--- src/rtl/conv_pkg.sv ---
// Shared constants and FSM encoding for the CONV engine pooling stage.
//   DATA_WIDTH : signed sample width of L0/L1 data
//   IMG_DIM    : side of the layer-0 feature map
//   POOL_DIM   : side of the pooled layer-1 map
package conv_pkg;

  localparam int unsigned DATA_WIDTH = 20;
  localparam int unsigned IMG_DIM    = 64;
  localparam int unsigned POOL_DIM   = IMG_DIM / 2;

  localparam logic [2:0] ST_IDLE  = 3'd0;
  localparam logic [2:0] ST_FETCH = 3'd1;
  localparam logic [2:0] ST_LAST  = 3'd2;
  localparam logic [2:0] ST_WRITE = 3'd3;
  localparam logic [2:0] ST_DONE  = 3'd4;

  typedef enum logic [2:0] {
    S_IDLE  = ST_IDLE,
    S_FETCH = ST_FETCH,
    S_LAST  = ST_LAST,
    S_WRITE = ST_WRITE,
    S_DONE  = ST_DONE
  } state_t;

endpackage

--- src/rtl/four_num_sorter.sv ---
// Signed max-of-four comparator used to reduce one 2x2 pooling window.
//   i_a..i_d : window samples (signed)
//   o_max    : largest sample; ties return the shared value
module four_num_sorter #(
  parameter int unsigned DATA_WIDTH = 20
) (
  input  logic signed [DATA_WIDTH-1:0] i_a,
  input  logic signed [DATA_WIDTH-1:0] i_b,
  input  logic signed [DATA_WIDTH-1:0] i_c,
  input  logic signed [DATA_WIDTH-1:0] i_d,
  output logic signed [DATA_WIDTH-1:0] o_max
);

  logic signed [DATA_WIDTH-1:0] w_ab;
  logic signed [DATA_WIDTH-1:0] w_cd;

  // Two-level tournament keeps the compare depth at two.
  assign w_ab  = (i_a >= i_b) ? i_a : i_b;
  assign w_cd  = (i_c >= i_d) ? i_c : i_d;
  assign o_max = (w_ab >= w_cd) ? w_ab : w_cd;

endmodule

--- src/rtl/maxpool_ctrl.sv ---
// 2x2 / stride-2 max-pooling sequencer: reads each window of the L0 map,
// reduces it with four_num_sorter and writes the result to L1 in raster order.
//   clk, rst_n      : clock, asynchronous active-low reset
//   start           : begin pooling (accepted in IDLE only)
//   busy, done      : run in progress / one-cycle completion pulse
//   l0_rd, l0_addr  : L0 read strobe and {row,col} address
//   l0_rdata        : L0 data, valid one cycle after l0_rd
//   l1_wr, l1_addr  : L1 write strobe and {oy,ox} address
//   l1_wdata        : pooled window maximum
module maxpool_ctrl #(
  parameter int unsigned DATA_WIDTH  = conv_pkg::DATA_WIDTH,
  parameter int unsigned IN_DIM_LOG2 = $clog2(conv_pkg::IMG_DIM)
) (
  input  logic                          clk,
  input  logic                          rst_n,
  input  logic                          start,
  output logic                          busy,
  output logic                          done,
  output logic                          l0_rd,
  output logic [2*IN_DIM_LOG2-1:0]      l0_addr,
  input  logic signed [DATA_WIDTH-1:0]  l0_rdata,
  output logic                          l1_wr,
  output logic [2*IN_DIM_LOG2-3:0]      l1_addr,
  output logic signed [DATA_WIDTH-1:0]  l1_wdata
);

  import conv_pkg::state_t;
  import conv_pkg::S_IDLE;
  import conv_pkg::S_FETCH;
  import conv_pkg::S_LAST;
  import conv_pkg::S_WRITE;
  import conv_pkg::S_DONE;

  localparam int unsigned CW    = IN_DIM_LOG2 - 1;
  localparam int unsigned L0_AW = 2 * IN_DIM_LOG2;
  localparam int unsigned L1_AW = 2 * CW;

  state_t                       r_state, w_nxt_state;
  logic [1:0]                   r_k, w_nxt_k;
  logic [CW-1:0]                r_ox, r_oy, w_nxt_ox, w_nxt_oy;
  logic signed [DATA_WIDTH-1:0] r_a, r_b, r_c, r_d;
  logic signed [DATA_WIDTH-1:0] w_d, w_max;

  logic                         r_busy, r_done, r_l0_rd, r_l1_wr;
  logic [L0_AW-1:0]             r_l0_addr;
  logic [L1_AW-1:0]             r_l1_addr;
  logic signed [DATA_WIDTH-1:0] r_l1_wdata;

  logic                         w_nxt_busy, w_nxt_done, w_nxt_l0_rd, w_nxt_l1_wr;
  logic [L0_AW-1:0]             w_nxt_l0_addr;
  logic [L1_AW-1:0]             w_nxt_l1_addr;
  logic signed [DATA_WIDTH-1:0] w_nxt_l1_wdata;

  // The fourth sample arrives during LAST; bypass it so the registered
  // l1_wdata is ready in the WRITE cycle itself.
  assign w_d = (r_state == S_LAST) ? l0_rdata : r_d;

  four_num_sorter #(.DATA_WIDTH(DATA_WIDTH)) u_sorter (
    .i_a   (r_a),
    .i_b   (r_b),
    .i_c   (r_c),
    .i_d   (w_d),
    .o_max (w_max)
  );

  // State, counters and registered outputs.
  always_ff @(posedge clk or negedge rst_n) begin
    if (!rst_n) begin
      r_state    <= S_IDLE;
      r_k        <= 2'd0;
      r_ox       <= '0;
      r_oy       <= '0;
      r_busy     <= 1'b0;
      r_done     <= 1'b0;
      r_l0_rd    <= 1'b0;
      r_l0_addr  <= '0;
      r_l1_wr    <= 1'b0;
      r_l1_addr  <= '0;
      r_l1_wdata <= '0;
    end else begin
      r_state    <= w_nxt_state;
      r_k        <= w_nxt_k;
      r_ox       <= w_nxt_ox;
      r_oy       <= w_nxt_oy;
      r_busy     <= w_nxt_busy;
      r_done     <= w_nxt_done;
      r_l0_rd    <= w_nxt_l0_rd;
      r_l0_addr  <= w_nxt_l0_addr;
      r_l1_wr    <= w_nxt_l1_wr;
      r_l1_addr  <= w_nxt_l1_addr;
      r_l1_wdata <= w_nxt_l1_wdata;
    end
  end

  // Next state, counters, and the output values for the next cycle.
  always_comb begin
    w_nxt_state = r_state;
    w_nxt_k     = r_k;
    w_nxt_ox    = r_ox;
    w_nxt_oy    = r_oy;

    case (r_state)
      S_IDLE: begin
        if (start) begin
          w_nxt_state = S_FETCH;
          w_nxt_k     = 2'd0;
          w_nxt_ox    = '0;
          w_nxt_oy    = '0;
        end
      end
      S_FETCH: begin
        w_nxt_k = r_k + 2'd1;
        if (r_k == 2'd3) w_nxt_state = S_LAST;
      end
      S_LAST: w_nxt_state = S_WRITE;
      S_WRITE: begin
        if (&{r_oy, r_ox}) begin
          w_nxt_state = S_DONE;
        end else begin
          // ox carries into oy when it wraps.
          {w_nxt_oy, w_nxt_ox} = L1_AW'({r_oy, r_ox} + L1_AW'(1));
          w_nxt_k     = 2'd0;
          w_nxt_state = S_FETCH;
        end
      end
      S_DONE: begin
        w_nxt_state = S_IDLE;
        w_nxt_ox    = '0;
        w_nxt_oy    = '0;
      end
      default: w_nxt_state = S_IDLE;
    endcase

    w_nxt_busy  = (w_nxt_state == S_FETCH) || (w_nxt_state == S_LAST) ||
                  (w_nxt_state == S_WRITE);
    w_nxt_done  = (w_nxt_state == S_DONE);
    w_nxt_l0_rd = (w_nxt_state == S_FETCH);
    w_nxt_l1_wr = (w_nxt_state == S_WRITE);

    // Addresses/data only move with their strobe to avoid needless toggling.
    w_nxt_l0_addr  = r_l0_addr;
    w_nxt_l1_addr  = r_l1_addr;
    w_nxt_l1_wdata = r_l1_wdata;
    if (w_nxt_l0_rd) w_nxt_l0_addr = {w_nxt_oy, w_nxt_k[1], w_nxt_ox, w_nxt_k[0]};
    if (w_nxt_l1_wr) begin
      w_nxt_l1_addr  = {w_nxt_oy, w_nxt_ox};
      w_nxt_l1_wdata = w_max;
    end
  end

  // Sample registers: data issued at k lands one cycle later.
  always_ff @(posedge clk or negedge rst_n) begin
    if (!rst_n) begin
      r_a <= '0;
      r_b <= '0;
      r_c <= '0;
      r_d <= '0;
    end else begin
      if (r_state == S_FETCH) begin
        case (r_k)
          2'd1:    r_a <= l0_rdata;
          2'd2:    r_b <= l0_rdata;
          2'd3:    r_c <= l0_rdata;
          default: ;
        endcase
      end
      if (r_state == S_LAST) r_d <= l0_rdata;
    end
  end

  assign busy     = r_busy;
  assign done     = r_done;
  assign l0_rd    = r_l0_rd;
  assign l0_addr  = r_l0_addr;
  assign l1_wr    = r_l1_wr;
  assign l1_addr  = r_l1_addr;
  assign l1_wdata = r_l1_wdata;

endmodule
--- config.mk ---
export PLATFORM = sky130hd
export DESIGN_NAME = maxpool_ctrl
export DESIGN_NICKNAME = d
export VERILOG_FILES = /design/src/rtl/conv_pkg.sv /design/src/rtl/four_num_sorter.sv /design/src/rtl/maxpool_ctrl.sv
export SDC_FILE = /design/constraint.sdc
export NUM_CORES = 1
export LEC_CHECK = 0
export ABC_AREA = 0
export BUFFER_PORTS_ARGS = -buffer_cell sky130_fd_sc_hd__buf_2
export CAP_MARGIN = 20
export CORE_AREA = 2 2 121 123
export CTS_BUF_LIST = sky130_fd_sc_hd__clkbuf_4
export DETAILED_ROUTE_END_ITERATION = 10
export DIE_AREA = 0 0 123 125
export PLACE_DENSITY = 0.8
export SKIP_CTS_REPAIR_TIMING = 1
export SYNTH_ARGS = -nofsm -noshare
export SYNTH_HDL_FRONTEND = slang
export SYNTH_SLANG_ARGS = --single-unit
--- constraint.sdc ---
create_clock -name clk -period 5.94 [get_ports clk]
set_input_delay 0.297 -clock clk [delete_from_list [all_inputs] [get_ports clk]]
set_output_delay 0.297 -clock clk [all_outputs]
set_load 0.05 [all_outputs]
* Word-level counts from Yosys, hierarchy flattened
Cells that the tools add are included.
** Storage, ports and cells
- Register bits :: 141
- Bits in latches :: 0
- RAM bits :: 0
- Memory bits (read-only) :: 0
- Input bits :: 23
- Output and inout port bits :: 46
- Logic and storage cells :: 55
- Memories kept :: 0
** Operators by class
- Add/sub/neg operators :: 2
- $mul :: 0
- Divide/modulo/power cells :: 0
- Order comparisons :: 3
- Equal/unequal tests :: 11
- Shift-type cells :: 0
- Muxes and demuxes :: 17
- Bitwise gates (word level) :: 0
- Reductions and logical operators :: 7
** Operator list (count)
- 20-bit 2-to-1 mux :: 4
- 20-bit greater-or-equal comparator :: 3
- 5-bit one-hot mux with 3 select lines :: 2
- 5-bit 2-to-1 mux :: 4
- 3-bit by 2-bit == test with 1-bit output, second input constant :: 4
- 3-bit one-hot mux with 4 select lines :: 1
- 10-bit by 1-bit adder with 10-bit output, second input constant :: 1
- 10-bit AND reduction :: 1
- 3-bit 2-to-1 mux :: 3
- 3-bit by 1-bit == test with 1-bit output, second input constant :: 2
- 3-bit == test, second input constant :: 2
- 2-bit one-hot mux with 3 select lines :: 1
- 2-bit AND reduction :: 3
- 2-bit == test, second input constant :: 2
- 2-bit 2-to-1 mux :: 2
- 3-bit zero test :: 1
- 2-bit by 1-bit adder with 2-bit output, second input constant :: 1
- 2-bit by 1-bit == test with 1-bit output, second input constant :: 1
- 1-bit logical OR :: 2

* Longest topological paths before layout
Gate-level depths: netlist of run 1.
- Depth in word-level cells :: 6
- Gate-level depth with buffers :: 29
- Depth with buffers taken out :: 23

* Cells and area by module
Synthesis of run 1 repeated with hierarchy kept, for this count alone.
** Second synthesis, totals
- Cell total of the unflattened synthesis :: 765
- Area total of the unflattened synthesis :: 8106.5 um^2
** Modules (own cells, without submodules)
- maxpool_ctrl :: times used 1, cells an instance 469, area each 5637.9 um^2, seq. area each 3528.4 um^2
- four_num_sorter :: times used 1, cells an instance 296, area each 2468.6 um^2, seq. area each 0.0 um^2

* Least setup slack after synthesis of run 1
Ideal clock, no wire load.
- Kind :: register to register
- Start :: register r_state[2]
- End :: register r_l1_wdata[0], in the netlist l1_wdata[0]
- Setup time :: 0.146 ns
- Arrival time :: 5.583 ns
- Data required time :: 5.794 ns
- Setup slack :: 0.211 ns
- Stages on the path, launching flop included :: 29
- Path buffers :: 6
- Period minus slack after synthesis :: 5.729 ns
- Path through :: dfrtp_1 buf_2 or3b_4 inv_2 clkbuf_1 clkbuf_1 nand2_1 nand2_1 inv_1 ha_1 nand4_1 nor3_1 a221oi_1 o21ai_0 or4_1 and3_1 buf_6 buf_4 mux2i_1 ha_1 nand4_1 or3b_1 o32ai_1 nor3_1 xnor2_1 nand2_1 nand2_1 clkbuf_1 o221ai_1
** On the way
- Longest elaborated chain between the ends :: 6
- Elaborated cells on any way between the ends :: 13
- Those cells by class :: order compare (2); eq/ne (4); mux (6); reduce/logical (1)
** RTL lines
- from (decl) :: line maxpool_ctrl.sv:38 : state_t r_state, w_nxt_state;
- from (signal assigned) :: line maxpool_ctrl.sv:81 : r_state <= w_nxt_state;
- 3-bit by 2-bit == test with 1-bit output (*) :: line maxpool_ctrl.sv:56 : assign w_d = (r_state == S_LAST) ? l0_rdata : r_d;
- 20-bit 2-to-1 mux (*)
- named net u_sorter.i_d[19] :: line four_num_sorter.sv:10 : input logic signed [DATA_WIDTH-1:0] i_d,
- 20-bit greater-or-equal comparator :: line four_num_sorter.sv:19 : assign w_cd = (i_c >= i_d) ? i_c : i_d;
- 20-bit 2-to-1 mux (*) :: line four_num_sorter.sv:19
- 20-bit greater-or-equal comparator :: line four_num_sorter.sv:20 : assign o_max = (w_ab >= w_cd) ? w_ab : w_cd;
- 20-bit 2-to-1 mux (*) :: line four_num_sorter.sv:20
- to (signal assigned) :: line maxpool_ctrl.sv:91 : r_l1_wdata <= w_nxt_l1_wdata;
- to (decl) :: line maxpool_ctrl.sv:47 : logic signed [DATA_WIDTH-1:0] r_l1_wdata;
The timed path passes the listed nets; every way through them passes the cells marked *.
A chain may end at the register's enable or synchronous reset.

* Worst setup path in the final report of run 1
- Start :: register r_state[0]
- End :: register r_l1_wdata[3], in the netlist l1_wdata[3]
Same word-level chain as after synthesis.

==> reports/qor.txt, run 1 <==
outcome: complete, but fails checks
failing checks: hold timing
clock latency at the later pin of the worst-skew pair: 0.60 ns
WHS: -0.00254 ns
Worst setup EP type: flop
initial DRC count: 407
Net count, final: 928
Max clock buf depth: 2
Post-Route WL: 17800 um
most used cell, CP: nand2_1
Final min period: 5.62 ns
Site Rows: 44
initial core utilization: 53.9%
skew final: 0.0204 ns
die area: 15400 um^2
post-synth top area share: 46.1%
CP Class: flop to flop
count leader, synth: dfrtp_1
Buf/Inv on CP: 4
sequential fraction of the synthesis area: 46.1%
Post-synth ARST share: 100%
worst-margin pin slew: 1.02 ns
CP Cell Sequence: or3b_4 -> buf_12 -> nand2_1 -> nand2_1 -> inv_1 -> ha_1 -> nand4_1 -> nor3_4 -> a221oi_1 -> o21ai_1 -> or4_1 -> and3_4 -> buf_4 -> mux2i_1 -> ha_1 -> and3_1 -> or3b_4 -> a2111oi_1 -> nor3_1 -> xnor2_1 -> nand2_1 -> nand2_2 -> buf_12 -> o221ai_1
Syn Area/Cell: 10.1 um^2
vias: 5938
syn_nets: 841
crit path DAT: 6.08 ns
vias in the first global route: 5803
gr usage total: 24.6%
I/O Buffers: 68
CTS Root Cell: clkbuf_4
Core Util, Final: 61.5%
Top Usage Layer GRT: met2
CP Launch Type: flop
GR Util met1: 33.1%
TritonCTS Sinks: 141
final count of negative-setup-slack endpoints: 0
initial antenna violation count: 0
CP required: 6.40 ns
Final Slew Violations: 0
Synth area leader: dfrtp_1
Main synth FF type: dfrtp_1
first-pass GRT wire length: 29500 um
EDFF count, synth: 0
#FFs+latches synth: 141
grt ovf: 0
Top delay family on crit path: simple AND/OR/NAND/NOR gates
DR pass1 iterations: 6
clock slew at reported path FFs: 0.14 ns
Placed Area: 8240 um^2
Fin. Hold Viols: 1
grt met3 use: 5.43%
maxcap violations: 0
die outline width: 123 um
core footprint: 14200 um^2
layout cells sized above 1: 21.1%
Highest Clock Rate: 178 MHz
maximum number of pins on one net before global-route repair: 97
placed wire-length estimate: 12500 um
met2 Resource Use GR: 39.4%
max incr delay on CP: 0.53 ns
Num CTS Buffers: 17
htree depth: 4
Yosys cell types: 54
num ports: 69
Area contributors post-synth: dfrtp_1, ha_1, mux2i_1
post-DR vias/cell: 5.71
top cells by count, synth: dfrtp_1, nand2_1, inv_1, ha_1, mux2i_1
Slowest-stage cell, CP: or4_1
wire per inst: 17.1 um
CTS tree: done
Yosys warnings: 0
relative slew slack: 31.1%
Chip Height: 125 um
DRC: 0
GPL Wtd Cong: 0.950
Design Area, Final: 8740 um^2
Worst Path Max Fanout: 56
mapped cell area: 7660 um^2
Antenna diodes: 0
worst hold-check path type: input port to flop
Synth Instances: 756
Final Cycle Share: 94.7%
area growth from synthesis to layout: 14.2%
antenna viol nets, final: 0
## logic make-up (layout without fill, tap and decap cells)
kind of cell	after synthesis	count (layout)	synth area share, %
AOI/OAI and AO/OA	125	125	10.6
and+or+nand+nor	216	216	12.6
adders and majority gates	62	62	10.1
buffers and inverters	103	203	5.49
muxes	107	107	14.8
DFF	141	141	46.1
xor gates and xnor gates	2	2	0.229
## placed cells by master (no fill, tap or decap), types with 3 or more instances in the layout
cell type / Yosys / layout
o221ai_1: 20 / 20
dlygate4sd3_1: 0 / 17
buf_2: 3 / 67
inv_1: 67 / 67
nor2b_1: 3 / 3
nand2_1: 140 / 139
mux2i_1: 59 / 59
o22ai_1: 3 / 3
inv_6: 0 / 8
or4_1: 3 / 3
or2_2: 3 / 3
a21oi_1: 27 / 27
nor2_1: 18 / 18
a211oi_1: 4 / 4
a31oi_1: 3 / 3
o21ai_1: 6 / 7
o211ai_1: 5 / 5
a21o_1: 8 / 8
buf_4: 2 / 13
nand3_1: 12 / 11
o21ai_0: 31 / 30
mux2_2: 47 / 47
inv_8: 0 / 3
nand4_1: 12 / 12
dfrtp_1: 141 / 141
and3_1: 9 / 8
buf_12: 0 / 3
o31ai_1: 3 / 3
ha_1: 62 / 62
clkbuf_4: 0 / 18
## state kept, by name, indices dropped and copies added (netlist names), 2 cells and up
name      count
l0_addr      12
l1_addr      10
l1_wdata     20
r_a          20
r_b          20
r_c          20
r_d          20
r_k           2
r_ox          5
r_oy          5
r_state       3
## metal layers
metal	wire (um)	part of all wire, %
met1	8020	45
met2	8590	48
met3	833	4.7
met4	333	1.9
met5	0	0
## cell type report
cell class	instances	area [um^2]
sequential	141	3530
inverter	68	260
timing repair buffer	103	701
clock buffer	18	135
tap	184	230
clock inverter	14	125
fill	1181	5460
multi-input combinational	512	3760
## worst register-to-register path: stages (launching register included)
cell       delay (ns)
dfrtp_1          0.40
or3b_4           0.44
buf_12           0.22
nand2_1          0.10
nand2_1          0.08
inv_1            0.06
ha_1             0.26
nand4_1          0.19
nor3_4           0.08
a221oi_1         0.29
o21ai_1          0.13
or4_1            0.53
and3_4           0.25
buf_4            0.21
mux2i_1          0.14
ha_1             0.32
and3_1           0.19
or3b_4           0.42
a2111oi_1        0.27
nor3_1           0.10
xnor2_1          0.27
nand2_1          0.12
nand2_2          0.14
buf_12           0.16
o221ai_1         0.12
## worst paths after layout
kind	slack, ns	cells after the start	startpoint	endpoint
max in group asynchronous	4.50	3	rst_n	r_b[14]
hold reg to reg	0.49	2	l1_addr[5]	l1_addr[5]
setup / recovery	0.32	24	r_state[0]	l1_wdata[3]
hold / removal	-0.003	3	l0_rdata[13]	r_b[13]
min in group asynchronous	0.33	2	rst_n	r_b[7]
setup reg to reg	0.32	24	r_state[0]	l1_wdata[3]
## through the flow
stage	cells	worst slack, ns	hold WS [ns]	setup TNS (ns)
6_report	1040	0.317	-0.00254	0
5_1_grt	1040	-0.0307	0.000413	-0.174
3_3_place_gp	990	0.223	0.447	0
4_1_cts	1023	-0.113	-0.210	-1.57
2_1_floorplan	756	0.211	0.00141	0
3_5_place_dp	991	-0.0907	0.444	-0.936
Power of run 1 is not shown: default switching activity piles up to over one toggle a cycle in this logic, so the estimate is an artifact.
==> inputs of run 2 (changes only) <==
--- a/config.mk
+++ b/config.mk
@@ -12,7 +12,7 @@
 export CTS_BUF_LIST = sky130_fd_sc_hd__clkbuf_4
 export DETAILED_ROUTE_END_ITERATION = 10
 export DIE_AREA = 0 0 123 125
-export PLACE_DENSITY = 0.8
+export PLACE_DENSITY = 0.77
 export SKIP_CTS_REPAIR_TIMING = 1
 export SYNTH_ARGS = -nofsm -noshare
 export SYNTH_HDL_FRONTEND = slang
==> reports/qor.txt, run 2 (synthesized netlist as in run 1, its figures left out) <==
I/O Buffers: 68 (unchanged)
post-DR vias/cell: 5.62 (-1.6%)
first-pass GRT wire length: 29500 um (about the same)
Slowest-stage cell, CP: or4_1
commonest cells after routing, fill and taps aside: dfrtp_1, nand2_1, inv_1, buf_2, ha_1
area growth from synthesis to layout: 14.1% (about the same)
maxcap violations: 0 (unchanged)
DRC: 0 (unchanged)
clock slew at reported path FFs: 0.15 ns (about the same)
WHS: -0.000943 ns (+0.00160 ns)
Chip Height: 125 um (unchanged)
gr usage total: 24.5% (-0.079 points)
RSZ-0062 raised after global routing: false
layout cells sized above 1: 20.7% (-0.42 points)
vias in the first global route: 5897 (+1.6%)
Final Cycle Share: 94.8% (+0.12 points)
CP required: 6.40 ns (about the same)
GPL Wtd Cong: 0.934 (-1.7%)
Worst setup EP type: flop
wire per inst: 17.4 um (+1.6%)
Antenna diodes: 0 (unchanged)
initial core utilization: 53.9% (unchanged)
placed wire-length estimate: 12700 um (+1.6%)
Final Slew Violations: 0 (unchanged)
die outline width: 123 um (unchanged)
Fin. Hold Viols: 1 (unchanged)
Max clock buf depth: 2 (unchanged)
Core Util, Final: 61.5% (about the same)
failing checks: hold timing
Worst Path Max Fanout: 14 (-75%)
worst hold-check path type: input port to flop
Net count, final: 931 (+0.32%)
vias: 5861 (-1.3%)
most used cell, CP: nand2_1
CTS Root Cell: clkbuf_4
initial antenna violation count: 0 (unchanged)
core footprint: 14200 um^2 (unchanged)
max incr delay on CP: 0.58 ns (+0.05 ns)
CP Cell Sequence: or3b_4 -> clkinv_2 -> buf_6 -> nand2_1 -> nand2_1 -> inv_1 -> ha_1 -> a21oi_1 -> o21ai_0 -> a221oi_1 -> o21ai_0 -> or4_1 -> and3_4 -> mux2i_1 -> ha_1 -> nand4_1 -> or3b_1 -> o32ai_1 -> nor3_1 -> xnor2_1 -> nand2_1 -> nand2_1 -> buf_4 -> o221ai_1
Post-Route WL: 18100 um (+1.9%)
grt ovf: 0 (unchanged)
relative slew slack: 30.8% (-0.28 points)
outcome: complete, but fails checks
worst-margin pin slew: 1.03 ns (+0.00418 ns)
CTS tree: done
Highest Clock Rate: 178 MHz (-0.13%)
initial DRC count: 332 (-18%)
htree depth: 4 (unchanged)
Final min period: 5.63 ns (+0.00737 ns)
DR pass1 iterations: 5 (-1)
crit path DAT: 6.09 ns (about the same)
commonest non-fill, non-tap cell in the layout: dfrtp_1
TritonCTS Sinks: 141 (unchanged)
maximum number of pins on one net before global-route repair: 83 (-14%)
Site Rows: 44 (unchanged)
placed cell count: 994 (+0.30%)
final count of negative-setup-slack endpoints: 0 (unchanged)
die area: 15400 um^2 (unchanged)
CP Class: flop to flop
clock latency at the later pin of the worst-skew pair: 0.59 ns (about the same)
num ports: 69 (unchanged)
antenna viol nets, final: 0 (unchanged)
Num CTS Buffers: 17 (unchanged)
CP Launch Type: flop
skew final: 0.0334 ns (+0.0130 ns)
fin cells: 1043 (+0.29%)
[run 2: cell count changes in the layout (fill, tap and decap cells not counted), sizes merged]
| cell | change |
|---|---|
| buf | +4 |
| and3 | +1 |
| clkinv | +1 |
| clkbuf | -1 |
| dlygate4sd3 | -2 |
| bufinv | +2 |
| inv | -2 |
[run 2: worst max-delay path: cells and delay by family (launching register included)]
family / cells / cell delay (ns)
AOI/OAI and AO/OA: 6 / 1.13
muxes: 1 / 0.14
xor gates and xnor gates: 1 / 0.21
adders and majority gates: 2 / 0.64
DFF: 1 / 0.40
and+or+nand+nor: 10 / 2.32
buffers and inverters: 4 / 0.65
[run 2: path summary, 6_finish.rpt]
check                                   end  slack [ns]         start  depth (start not counted)
min in group asynchronous           r_d[10]        0.23         rst_n                          2
worst min register to register   l1_addr[9]        0.50    l1_addr[9]                          2
worst max-delay path            l1_wdata[1]        0.31    r_state[0]                         24
max in group asynchronous            r_a[1]        4.69         rst_n                          4
worst max register to register  l1_wdata[1]        0.31    r_state[0]                         24
worst min-delay path                r_b[15]     -0.0009  l0_rdata[15]                          3
[run 2: per-layer routing]
metal  global-route usage, %  wire [um]  part of all wire [%]  vias up
met5                       0          0                     0        -
met4                    7.89        342                   1.9        0
met3                    5.57        800                   4.4       28
met2                    39.2       8730                    48      121
met1                    33.1       8240                    45     2880
li1                        -          -                     -     2832
[run 2: area by class of cell]
cell class              count  area [um^2]
well taps                 184          230
clock buffers              17          128
clock inverters            15          175
flip-flops and latches    141         3530
inverters                  68          256
repair buffers            105          689
multi-input cells         513         3730
fillers                  1221         5470
[run 2: metrics by stage]
step	TNS (ns)	setup slack [ns]	area, um^2
floorplan	0	0.211	7660
global placement	0	0.365	8230
detailed placement	0	0.00253	8230
CTS	-0.385	-0.0557	8530
global route	0	0.0445	8730
finish	0	0.310	8730
Power of run 2 is left out for the same reason.
==> inputs of run 3 (changes only) <==
--- a/config.mk
+++ b/config.mk
@@ -8,11 +8,12 @@
 export ABC_AREA = 0
 export BUFFER_PORTS_ARGS = -buffer_cell sky130_fd_sc_hd__buf_2
 export CAP_MARGIN = 20
-export CORE_AREA = 2 2 121 123
+export CORE_AREA = 2 2 163 165
 export CTS_BUF_LIST = sky130_fd_sc_hd__clkbuf_4
 export DETAILED_ROUTE_END_ITERATION = 10
-export DIE_AREA = 0 0 123 125
-export PLACE_DENSITY = 0.77
+export DIE_AREA = 0 0 165 167
+export GPL_ROUTABILITY_DRIVEN = 0
+export PLACE_DENSITY = 0.45
 export SKIP_CTS_REPAIR_TIMING = 1
 export SYNTH_ARGS = -nofsm -noshare
 export SYNTH_HDL_FRONTEND = slang
==> reports/qor.txt, run 3 (synthesized netlist as in run 1, its figures left out) <==
outcome: completed
vias: 5728 (-2.3%)
Chip Height: 167 um (+34%)
htree depth: 4 (unchanged)
most used cell, CP: nand2_1
Final Slew Violations: 0 (unchanged)
Post-Route WL: 20100 um (+11%)
max incr delay on CP: 0.44 ns (-0.14 ns)
Max clock buf depth: 2 (unchanged)
die area: 27600 um^2 (+79%)
worst-margin pin slew: 0.929 ns (-0.100 ns)
num ports: 69 (unchanged)
RSZ-0062 raised after global routing: false
DR pass1 iterations: 7 (+2)
Highest Clock Rate: 183 MHz (+3.1%)
I/O Buffers: 68 (unchanged)
placed wire-length estimate: 14500 um (+15%)
Fin. Hold Viols: 0 (-1)
Net count, final: 934 (+0.32%)
commonest cells after routing, fill and taps aside: dfrtp_1, nand2_1, buf_2
initial antenna violation count: 1 (+1)
first-pass GRT wire length: 33100 um (+12%)
antenna viol nets, final: 0 (unchanged)
commonest non-fill, non-tap cell in the layout: dfrtp_1
Worst Path Max Fanout: 22 (+8)
gr usage total: 15.5% (-9.0 points)
Site Rows: 59 (+34%)
CP Cell Sequence: or3b_4 -> inv_4 -> nand2_1 -> nand2_1 -> inv_1 -> ha_1 -> nand4_1 -> nor3_2 -> nand2_1 -> o41ai_1 -> or4_1 -> and3_4 -> buf_8 -> mux2i_1 -> ha_1 -> a21o_1 -> a221oi_1 -> o32ai_1 -> nor3_1 -> xnor2_1 -> nand2_1 -> nand2_1 -> buf_4 -> o221ai_1
CP required: 6.37 ns (-0.03 ns)
Final Cycle Share: 91.9% (-2.9 points)
maxcap violations: 0 (unchanged)
clock slew at reported path FFs: 0.15 ns (about the same)
TritonCTS Sinks: 141 (unchanged)
Slowest-stage cell, CP: o41ai_1
clock latency at the later pin of the worst-skew pair: 0.59 ns (about the same)
area growth from synthesis to layout: 17.0%
CTS tree: done
Final min period: 5.46 ns (-0.170 ns)
relative slew slack: 38.1% (+7.3 points)
grt ovf: 0 (unchanged)
placed cell count: 1147 (+15%)
fin cells: 1198 (+15%)
vias in the first global route: 5833 (-1.1%)
post-DR vias/cell: 4.78 (-15%)
maximum number of pins on one net before global-route repair: 74 (-11%)
Buf/Inv on CP: 4 (unchanged)
worst hold-check path type: input port to flop
core footprint: 25800 um^2 (+81%)
initial DRC count: 321 (-3.3%)
final count of negative-setup-slack endpoints: 0 (unchanged)
CP Class: flop to flop
Worst setup EP type: flop
wire per inst: 16.8 um (-3.3%)
CTS Root Cell: clkbuf_4
skew final: 0.0271 ns (-0.00635 ns)
layout cells sized above 1: 20.9% (+0.16 points)
crit path DAT: 5.89 ns (-0.20 ns)
die outline width: 165 um (+34%)
DRC: 0 (unchanged)
initial core utilization: 29.7% (-24 points)
CP Launch Type: flop
Core Util, Final: 34.8% (-27 points)
Top delay family on crit path: simple AND/OR/NAND/NOR gates
Num CTS Buffers: 17 (unchanged)
## run 3: cell count changes in the layout (fill, tap and decap cells not counted), moves of 2 or more
cell and change:
buf_6 -2, bufinv_16 -2, clkinv_8 +4, dlygate4sd3_1 +3
inv_6 -4, inv_8 +5
## run 3: stage by stage
step | setup slack [ns] | hold slack (ns) | cell area, um^2 | setup TNS, ns
2_1_floorplan | 0.211 | 0.00141 | 7660 | 0
3_3_place_gp | 0.0483 | 0.403 | 8440 | 0
3_5_place_dp | -0.0253 | 0.404 | 8440 | -0.246
4_1_cts | -0.0901 | -0.280 | 8750 | -1.29
5_1_grt | 0.0134 | 0.00762 | 8960 | 0
6_report | 0.479 | 0.0409 | 8960 | 0
## run 3: per-layer routing
metal / global-route usage [%] / share of wire, % / vias up
li1: - / - / 2846
met1: 21.9 / 49 / 2794
met2: 24.5 / 47 / 84
met3: 3.44 / 3.0 / 4
met4: 2.95 / 0.56 / 0
met5: 0 / 0 / -
## run 3: path summary, 6_finish.rpt
kind	to	slack, ns	start	cells past startpoint
max in group asynchronous	l1_addr[4]	4.21	rst_n	3
min in group asynchronous	r_a[9]	0.29	rst_n	2
min	r_b[14]	0.04	l0_rdata[14]	3
max reg2reg	l1_wdata[9]	0.48	r_state[0]	24
max	l1_wdata[9]	0.48	r_state[0]	24
min reg2reg	l1_addr[9]	0.49	l1_addr[9]	2
## run 3: cell type report
cell class | count | area (um^2)
sequential | 141 | 3530
antenna | 1 | 2.50
inverter | 68 | 258
clock inverter | 15 | 181
tap | 335 | 419
timing repair buffer | 109 | 717
fill | 2642 | 16800
clock buffer | 17 | 128
multi-input combinational | 512 | 3720
## run 3: worst reg2reg max path, stage by stage (launching register included)
cell	delay, ns
dfrtp_1	0.41
or3b_4	0.43
inv_4	0.19
nand2_1	0.08
nand2_1	0.10
inv_1	0.05
ha_1	0.33
nand4_1	0.15
nor3_2	0.33
nand2_1	0.09
o41ai_1	0.44
or4_1	0.17
and3_4	0.29
buf_8	0.26
mux2i_1	0.24
ha_1	0.26
a21o_1	0.18
a221oi_1	0.32
o32ai_1	0.12
nor3_1	0.24
xnor2_1	0.17
nand2_1	0.07
nand2_1	0.08
buf_4	0.18
o221ai_1	0.13
Power of run 3 is left out for the same reason.
